==> src/rtl/sal_bk_ctrl_pp.sv <==
// Per-bank DRAM controller: tracks one bank's open row and command timing and
// raises ACT/RD/WR/PRE/REF requests under an open, close or idle-timeout page policy.
module sal_bk_ctrl_pp #(
    parameter int RA_W   = 14,
    parameter int CA_W   = 10,
    parameter int TW     = 6,
    parameter int IDLE_W = 8
) (
    input  logic              clk,
    input  logic              rst,
    input  logic              req_valid_i,
    input  logic              req_wr_i,
    input  logic [RA_W-1:0]   req_ra_i,
    input  logic [CA_W-1:0]   req_ca_i,
    output logic              req_ready_o,
    input  logic [1:0]        cfg_policy_i,
    input  logic [IDLE_W-1:0] cfg_idle_i,
    input  logic [TW-1:0]     t_rcd_i,
    input  logic [TW-1:0]     t_rp_i,
    input  logic [TW-1:0]     t_ras_i,
    input  logic [TW-1:0]     t_rfc_i,
    input  logic [TW-1:0]     t_rtp_i,
    input  logic [TW-1:0]     t_wtp_i,
    output logic              act_req_o,
    output logic              rd_req_o,
    output logic              wr_req_o,
    output logic              pre_req_o,
    output logic              ref_req_o,
    input  logic              act_gnt_i,
    input  logic              rd_gnt_i,
    input  logic              wr_gnt_i,
    input  logic              pre_gnt_i,
    input  logic              ref_gnt_i,
    output logic [RA_W-1:0]   ra_o,
    output logic [CA_W-1:0]   ca_o,
    input  logic              ref_req_i,
    output logic              ref_gnt_o,
    output logic              bank_open_o,
    output logic [RA_W-1:0]   open_ra_o
);

    typedef enum logic {CLOSED = 1'b0, OPEN = 1'b1} state_t;

    state_t            state;
    logic [RA_W-1:0]   open_ra;
    logic [TW-1:0]     cnt_rcd, cnt_rp, cnt_ras, cnt_rfc, cnt_rtp, cnt_wtp;
    logic [IDLE_W-1:0] idle_cnt;

    logic act_c, rd_c, wr_c, pre_c, ref_c;
    logic act_fire, rd_fire, wr_fire, pre_fire, ref_fire;
    logic pre_ok;

    // A loaded value of V-1 makes the counter read zero exactly V cycles after the grant.
    function automatic logic [TW-1:0] load_val(input logic [TW-1:0] v);
        return (v == '0) ? '0 : v - 1'b1;
    endfunction

    function automatic logic [TW-1:0] dec(input logic [TW-1:0] c);
        return (c == '0) ? '0 : c - 1'b1;
    endfunction

    always_comb begin
        act_c  = 1'b0;
        rd_c   = 1'b0;
        wr_c   = 1'b0;
        pre_c  = 1'b0;
        ref_c  = 1'b0;
        pre_ok = (cnt_ras == '0) && (cnt_rtp == '0) && (cnt_wtp == '0);
        if (!rst) begin
            if (state == CLOSED) begin
                if (cnt_rp == '0 && cnt_rfc == '0) begin
                    if (ref_req_i)        ref_c = 1'b1;
                    else if (req_valid_i) act_c = 1'b1;
                end
            end else begin
                // Refresh outranks everything: close the row, never issue RD/WR.
                if (ref_req_i) begin
                    pre_c = pre_ok;
                end else if (req_valid_i && req_ra_i == open_ra) begin
                    if (cnt_rcd == '0) begin
                        rd_c = !req_wr_i;
                        wr_c = req_wr_i;
                    end
                end else if (req_valid_i) begin
                    pre_c = pre_ok;
                end else begin
                    case (cfg_policy_i)
                        2'd1:    pre_c = pre_ok;
                        2'd2:    pre_c = pre_ok && (idle_cnt >= cfg_idle_i);
                        default: pre_c = 1'b0;
                    endcase
                end
            end
        end
    end

    assign act_fire = act_c & act_gnt_i;
    assign rd_fire  = rd_c  & rd_gnt_i;
    assign wr_fire  = wr_c  & wr_gnt_i;
    assign pre_fire = pre_c & pre_gnt_i;
    assign ref_fire = ref_c & ref_gnt_i;

    assign act_req_o   = act_c;
    assign rd_req_o    = rd_c;
    assign wr_req_o    = wr_c;
    assign pre_req_o   = pre_c;
    assign ref_req_o   = ref_c;
    assign req_ready_o = rd_fire | wr_fire;
    assign ref_gnt_o   = ref_fire;
    assign ra_o        = rst ? '0 : req_ra_i;
    assign ca_o        = rst ? '0 : req_ca_i;
    assign bank_open_o = !rst && (state == OPEN);
    assign open_ra_o   = rst ? '0 : open_ra;

    always_ff @(posedge clk) begin
        if (rst) begin
            state    <= CLOSED;
            open_ra  <= '0;
            cnt_rcd  <= '0;
            cnt_rp   <= '0;
            cnt_ras  <= '0;
            cnt_rfc  <= '0;
            cnt_rtp  <= '0;
            cnt_wtp  <= '0;
            idle_cnt <= '0;
        end else begin
            cnt_rcd <= act_fire ? load_val(t_rcd_i) : dec(cnt_rcd);
            cnt_ras <= act_fire ? load_val(t_ras_i) : dec(cnt_ras);
            cnt_rp  <= pre_fire ? load_val(t_rp_i)  : dec(cnt_rp);
            cnt_rfc <= ref_fire ? load_val(t_rfc_i) : dec(cnt_rfc);
            cnt_rtp <= rd_fire  ? load_val(t_rtp_i) : dec(cnt_rtp);
            cnt_wtp <= wr_fire  ? load_val(t_wtp_i) : dec(cnt_wtp);
            case (state)
                CLOSED: begin
                    if (act_fire) begin
                        state    <= OPEN;
                        open_ra  <= req_ra_i;
                        idle_cnt <= '0;
                    end
                end
                OPEN: begin
                    if (rd_fire || wr_fire)  idle_cnt <= '0;
                    else if (idle_cnt != '1) idle_cnt <= idle_cnt + 1'b1;
                    if (pre_fire) begin
                        state   <= CLOSED;
                        open_ra <= '0;
                    end
                end
                default: state <= CLOSED;
            endcase
        end
    end

endmodule

==> config.mk <==
export PLATFORM = sky130hd
export DESIGN_NAME = sal_bk_ctrl_pp
export DESIGN_NICKNAME = d
export VERILOG_FILES = /design/src/rtl/sal_bk_ctrl_pp.sv
export SDC_FILE = /design/constraint.sdc
export NUM_CORES = 1
export LEC_CHECK = 0
export BUFFER_PORTS_ARGS = -buffer_cell sky130_fd_sc_hd__buf_4
export CAP_MARGIN = 40
export CORE_ASPECT_RATIO = 1.5
export CORE_MARGIN = 2
export CORE_UTILIZATION = 45
export DETAILED_ROUTE_END_ITERATION = 12
export PLACE_DENSITY_LB_ADDON = 0.2
export SYNTH_ARGS = -nofsm -noshare
export SYNTH_HDL_FRONTEND = slang
export SYNTH_SLANG_ARGS = --single-unit
==> constraint.sdc <==
create_clock -name clk -period 5.5 [get_ports clk]
set_input_delay 1.1 -clock clk [delete_from_list [all_inputs] [get_ports clk]]
set_output_delay 1.1 -clock clk [all_outputs]
set_load 0.01 [all_outputs]
==> results of run 1 <==
## layout by cell type (no fill, tap or decap), types with 6 or more instances in the layout
cell type  Yosys  routed
buf_4          2     126
nand2_1       69      69
nor2_1        62      62
dfxtp_1       59      59
inv_1         43      43
nor2b_1       42      42
a21oi_1       34      34
xnor2_1       33      33
ha_1          32      32
nor3_1        31      31
or3_1         19      19
nand3_1       18      18
o21ai_1       16      16
nand4_1       14      14
nand2b_1      11      11
clkbuf_16      0       9
and3_1         7       7
a211oi_1       7       7
o21ai_0        6       6
xor2_1         6       6
## layout make-up
| class | instances | area (um2) |
|---|---|---|
| clock buffer | 13 | 270.3 |
| clock inverter | 2 | 10.01 |
| fill | 883 | 3900 |
| inverter | 44 | 165.2 |
| multi-input combinational | 479 | 3058 |
| sequential | 59 | 1181 |
| tap | 115 | 143.9 |
| timing repair buffer | 127 | 960.9 |
## worst max-delay path by stage
stage | cells after the start | from | endpoint
2_1_floorplan | 5 | req_ra_i[4] | pre_req_o
3_3_place_gp | 7 | req_ra_i[4] | pre_req_o
3_5_place_dp | 7 | req_ra_i[4] | pre_req_o
4_1_cts | 7 | req_ra_i[4] | pre_req_o
5_1_grt | 7 | req_ra_i[4] | pre_req_o
6_report | 7 | req_ra_i[4] | pre_req_o
## cells by family (layout without fill, tap and decap cells)
kind of cell | count (synthesis) | count (layout) | share of synthesized area [%]
flip-flops | 59 | 59 | 26.36
AO/OA/AOI/OAI | 93 | 93 | 13.24
XOR/XNOR | 39 | 39 | 7.624
AND/OR/NAND/NOR | 303 | 303 | 35.19
adder cells (fa/ha/maj) | 32 | 32 | 8.936
multiplexers | 12 | 12 | 3.267
buffers and inverters | 61 | 186 | 5.389
## critical path, delay by kind of cell
family	cells	cell delay [ns]
AOI/OAI and AO/OA	1	0.26
buffers and inverters	2	0.27
and+or+nand+nor	3	0.87
xor gates and xnor gates	1	0.26
## flip-flops by register name, indices dropped and copies added, names as in the netlist
name,flops
open_ra,14
idle_cnt,8
cnt_ras,6
cnt_rcd,6
cnt_rfc,6
cnt_rp,6
cnt_rtp,6
cnt_wtp,6
state,1
## power breakdown
| group | internal (mW) | switching, mW |
|---|---|---|
| registers | 0.542 | 0.0854 |
| clock network | 0.337 | 0.187 |
| logic | 0.462 | 0.463 |
## layer usage
| metal | up-vias | share of wire (%) | GRT usage [%] |
|---|---|---|---|
| met5 | - | 0 | 0 |
| met4 | 0 | 1.7 | 9.337 |
| met3 | 12 | 6.0 | 3.932 |
| met2 | 120 | 54 | 40.76 |
| met1 | 2093 | 38 | 24.28 |
| li1 | 2300 | - | - |
==> flow_metrics.tcl, run 1 <==
set metrics [dict create \
    cp_slowest_cell "or4_4" \
    dp_cells 824 \
    dp_hpwl_mm 9.058 \
    hold_class "flip-flop to flip-flop" \
    start_util_pct 46.24 \
    async_reset_ff_share_pct 0 \
    clk_latency_ns 0.33 \
    crit_fanout 3 \
    reg2reg_depth 9 \
    relSlewSlack_pct 46.47 \
    grt_pass1_vias 4466 \
    final_util_pct 59.75 \
    rsz0062_at_grt "false" \
    hp-start "open_ra[1]$_SDFFE_PP0P_" \
    tns_ns 0 \
    timing.fmax_mhz 258.2 \
    hold_depth 2 \
    post_cts_buffers 0 \
    place_area_um2 5509 \
    ys_warn_count 0 \
    whs_endpoint "open_ra[1]$_SDFFE_PP0P_" \
    syn_area_um2 4481 \
    power.total_mw 2.077 \
    end_kind "output port" \
    slowest_delay_ns 0.59 \
    worst_slack_ns 1.627 \
    crit_path_cell_trace "buf_4 -> xnor2_1 -> nand4_1 -> or4_4 -> o221ai_2 -> nor2_1 -> buf_4" \
    post-route-period-util_pct 70.41 \
    grt_use_total_pct 22.10 \
    setup_viol 0 \
    cap_violations 0 \
    synth.area.top_cells "dfxtp_1 (26%), ha_1 (8.9%), xnor2_1 (6.5%)" \
    post_cts_resized 0 \
    rows 44 \
    wl_per_cell_um 13.97 \
    htree_levels 3 \
    antenna_left 0 \
    ys_types 59 \
    synthCells 599 \
    grt_antenna_before_repair 0 \
    design_area_um2 5789 \
    worstReg2RegStart "cnt_rp[0]$_SDFF_PP0_" \
    crit_path_start_kind "input pin" \
    core_um2 9689 \
    drt-initial-drc-count 188 \
    die_y_um 126.2 \
    yosysSeqAreaShare_pct 26.36 \
    first_pass_iters 6 \
    r2r_end "idle_cnt[1]$_SDFFE_PP0P_" \
    hold_viol 0 \
    worst-setup-path-type "input pin to output port" \
    cp.arrival_ns 2.77 \
    synth-seq-cells 59 \
    leakagePower_nw 2.502 \
    pre_cts_ws_ns 1.656 \
    num_io_pins 126 \
    grt_start_max_net_pins 80 \
    drive_gt1_share_pct 22.93 \
    antenna_cells 0 \
    stdcell_count 839 \
    cts_hold_buffers 0 \
    whs_ns 0.4729 \
    maxSlewViolCount 0 \
    drc 0 \
    syn_avg_cell_area_um2 7.480 \
    finalCriticalPeriod_ns 3.873 \
    grt_pass1_wl_mm 19.59 \
    irDropWorstVdd_uv 192.7 \
    synth_top_area_share_pct 26.36 \
    p_per_area_nw_per_um2 358.7 \
    area_growth_pct 29.21 \
    cpMostUsedCell "buf_4" \
    die_w_um 85.47 \
    synth_top_cell_by_area "dfxtp_1" \
    cts_buffers 9 \
    synth-main-ff-cell "dfxtp_1" \
    nNetsFinal 832 \
    synth_edf_count 0 \
    syn-num-nets 711 \
    viasPerCell 5.393 \
    status "finished clean" \
    routed_wl_mm 11.72 \
    root_buffer "clkbuf_16" \
    die_area_um2 10790 \
    cts_sinks 59 \
    path_clk_slew_ns 0.05 \
    synth_most_common_cell "nand2_1" \
    cts_tree "done" \
    place.gp.congestion 0.8730 \
    finClkSkew_ns 0.004281 \
    synth_common_cells "nand2_1 (69), nor2_1 (62), dfxtp_1 (59)" \
    tightest_slew_ns 0.8029 \
    rrSetupSlack_ns 2.87 \
    overflow 0 \
    required_ns 4.40 \
    port-buffer-count 125 \
    cts_buffer_depth 2 \
    routed-via-count 4525 \
]
Note: power is estimated with default switching activity, not from simulation.
==> run 2: changes to the inputs <==
clock period = 4.05 ns   (was 5.5 ns; I/O delays follow)
==> run 2 against run 1 <==
Against the previous run:
- clock-buffer cell count grew 2
- design area grew 0.35%
- total power grew 37%
- wire length grew 1.0%
- non-clock buffer count grew 2
- clock skew is essentially flat
- sequential share of layout area shrank 0.070 points
- critical path depth is the same
- register-to-register slack lost 1.3 ns
- via count grew 0.27%
- flip-flop and latch count is the same
- combinational power grew 35%
- critical endpoint unchanged
- highest routed layer unchanged
==> flow_metrics.tcl, run 2 (synthesized netlist as in run 1, its figures left out) <==
set metrics [dict create \
    status "finished clean" \
    switching_share_pct 35.20 \
    place_area_um2 5517 \
    core_um2 9689 \
    drc 0 \
    dp_hpwl_mm 9.359 \
    worstReg2RegStart "cnt_rcd[0]$_SDFF_PP0_" \
    grt_start_max_net_pins 55 \
    whs_ns 0.4765 \
    viasPerCell 5.388 \
    finClkSkew_ns 0.004475 \
    cts_buffer_depth 2 \
    grt_use_total_pct 22.60 \
    p_clk_share_pct 25.9 \
    reg2reg_depth 7 \
    irDropWorstVdd_uv 320.6 \
    nNetsFinal 834 \
    cp_num_buf_inv 2 \
    clk_latency_ns 0.33 \
    r2r_end "cnt_wtp[5]$_SDFF_PP0_" \
    power.total_mw 2.841 \
    wl_per_cell_um 14.06 \
    cpMostUsedCell "buf_4" \
    routed_wl_mm 11.84 \
    cp.arrival_ns 2.48 \
    post-route-period-util_pct 81.28 \
    first_pass_iters 4 \
    tns_ns 0 \
    tightest_slew_ns 0.6997 \
    cts_sinks 59 \
    hold_depth 2 \
    slowest_delay_ns 0.58 \
    grt_pass1_wl_mm 19.99 \
    fillCellCount 903 \
    post_cts_buffers 0 \
    place.gp.congestion 0.8663 \
    setup_viol 0 \
    drive_gt1_share_pct 23.11 \
    leakagePower_nw 2.514 \
    htree_levels 3 \
    design_area_um2 5809 \
    worst_slack_ns 0.7582 \
    area_growth_pct 29.66 \
    hold_class "flip-flop to flip-flop" \
    crit_path_start_kind "input pin" \
    port-buffer-count 125 \
    rows 44 \
    reg_top3 "open_ra (14), idle_cnt (8)" \
    multi_input_area_um2 3058 \
    power_frac_comb_pct 44.0 \
    die_w_um 85.47 \
    drt-initial-drc-count 186 \
    path_clk_slew_ns 0.05 \
    p_per_area_nw_per_um2 489.0 \
    crit_family "simple AND/OR/NAND/NOR gates" \
    start_util_pct 46.24 \
    pre_cts_ws_ns 0.7567 \
    register_area_um2 1181 \
    rsz0062_at_grt "false" \
    largest_reg_flops 14 \
    end_kind "output port" \
    cp_slowest_cell "or4_4" \
    layout_common_cells "buf_4 (129), nand2_1 (69), nor2_1 (62), dfxtp_1 (59), inv_1 (43)" \
    stdcell_count 842 \
    root_buffer "clkbuf_16" \
    finalCriticalPeriod_ns 3.292 \
    worst-setup-path-type "input pin to output port" \
    power_switching_mw 1.000 \
    crit_path_cell_trace "buf_4 -> xnor2_1 -> nand4_1 -> or4_4 -> o221ai_2 -> nor2_1 -> buf_4" \
    maxSlewViolCount 0 \
    antenna_left 0 \
    cts_tree "done" \
    routed-via-count 4537 \
    die_area_um2 10790 \
    relSlewSlack_pct 52.92 \
    overflow 0 \
    cts_hold_buffers 0 \
    antenna_cells 0 \
    hold_viol 0 \
    rrSetupSlack_ns 1.61 \
    internal_power_mw 1.841 \
    cts_buffers 9 \
    grt_antenna_before_repair 0 \
    final_util_pct 59.96 \
    timing.fmax_mhz 303.8 \
    crit_fanout 3 \
    grt_pass1_vias 4608 \
    regMostFlops "open_ra" \
    num_io_pins 126 \
    dp_cells 826 \
    layout_commonest_cell "buf_4" \
    hp-start "open_ra[6]$_SDFFE_PP0P_" \
    required_ns 3.24 \
    cap_violations 0 \
    whs_endpoint "open_ra[6]$_SDFFE_PP0P_" \
    post_cts_resized 0 \
    die_y_um 126.2 \
    seqPwrFrac_pct 30.1 \
]
==> run 2: cell types whose count changed in the layout (fill, tap and decap cells not counted) <==
cell	change
clkbuf_1	+1
clkinv_2	-1
buf_4	+3
buf_8	-1
clkbuf_8	+1
==> run 2: routing by layer <==
metal | track usage (%) | part of all wire (%) | vias up
met1 | 23.36 | 39 | 2086
li1 | - | - | 2314
met4 | 6.909 | 1.5 | 0
met2 | 43.29 | 54 | 122
met5 | 0 | 0 | -
met3 | 5.963 | 5.4 | 15
==> run 2: worst max-delay path by stage <==
stage	cells after the start	to	startpoint	slack, ns
3_3_place_gp	7	pre_req_o	req_ra_i[4]	0.81
2_1_floorplan	5	pre_req_o	req_ra_i[4]	1.25
4_1_cts	7	pre_req_o	req_ra_i[4]	0.75
5_1_grt	7	pre_req_o	req_ra_i[4]	0.73
3_5_place_dp	7	pre_req_o	req_ra_i[4]	0.76
6_report	7	pre_req_o	req_ra_i[4]	0.76
==> run 2: layout make-up <==
| class | count | area share (%) |
|---|---|---|
| flip-flops and latches | 59 | 20.33 |
| well taps | 115 | 2.477 |
| repair buffers | 129 | 16.67 |
| inverters | 44 | 2.843 |
| clock inverters | 1 | 0.08615 |
| multi-input cells | 479 | 52.64 |
| clock buffers | 15 | 4.954 |
==> run 2: tightest hold or removal path, cell delays in order, from the launching register on <==
cell,delay [ns]
dfxtp_1,0.32
nand2_1,0.06
o21ai_1,0.05
==> run 2: power by group through the flow <==
stage | sequential [mW] | clock, mW | combinational, mW
after floorplan | 0.834 | 0 | 0.974
after global routing | 0.876 | 0.778 | 1.43
final | 0.855 | 0.736 | 1.25
after detailed placement | 0.865 | 0 | 1.25
after CTS | 0.854 | 0.749 | 1.26
after global placement | 0.856 | 0 | 1.21
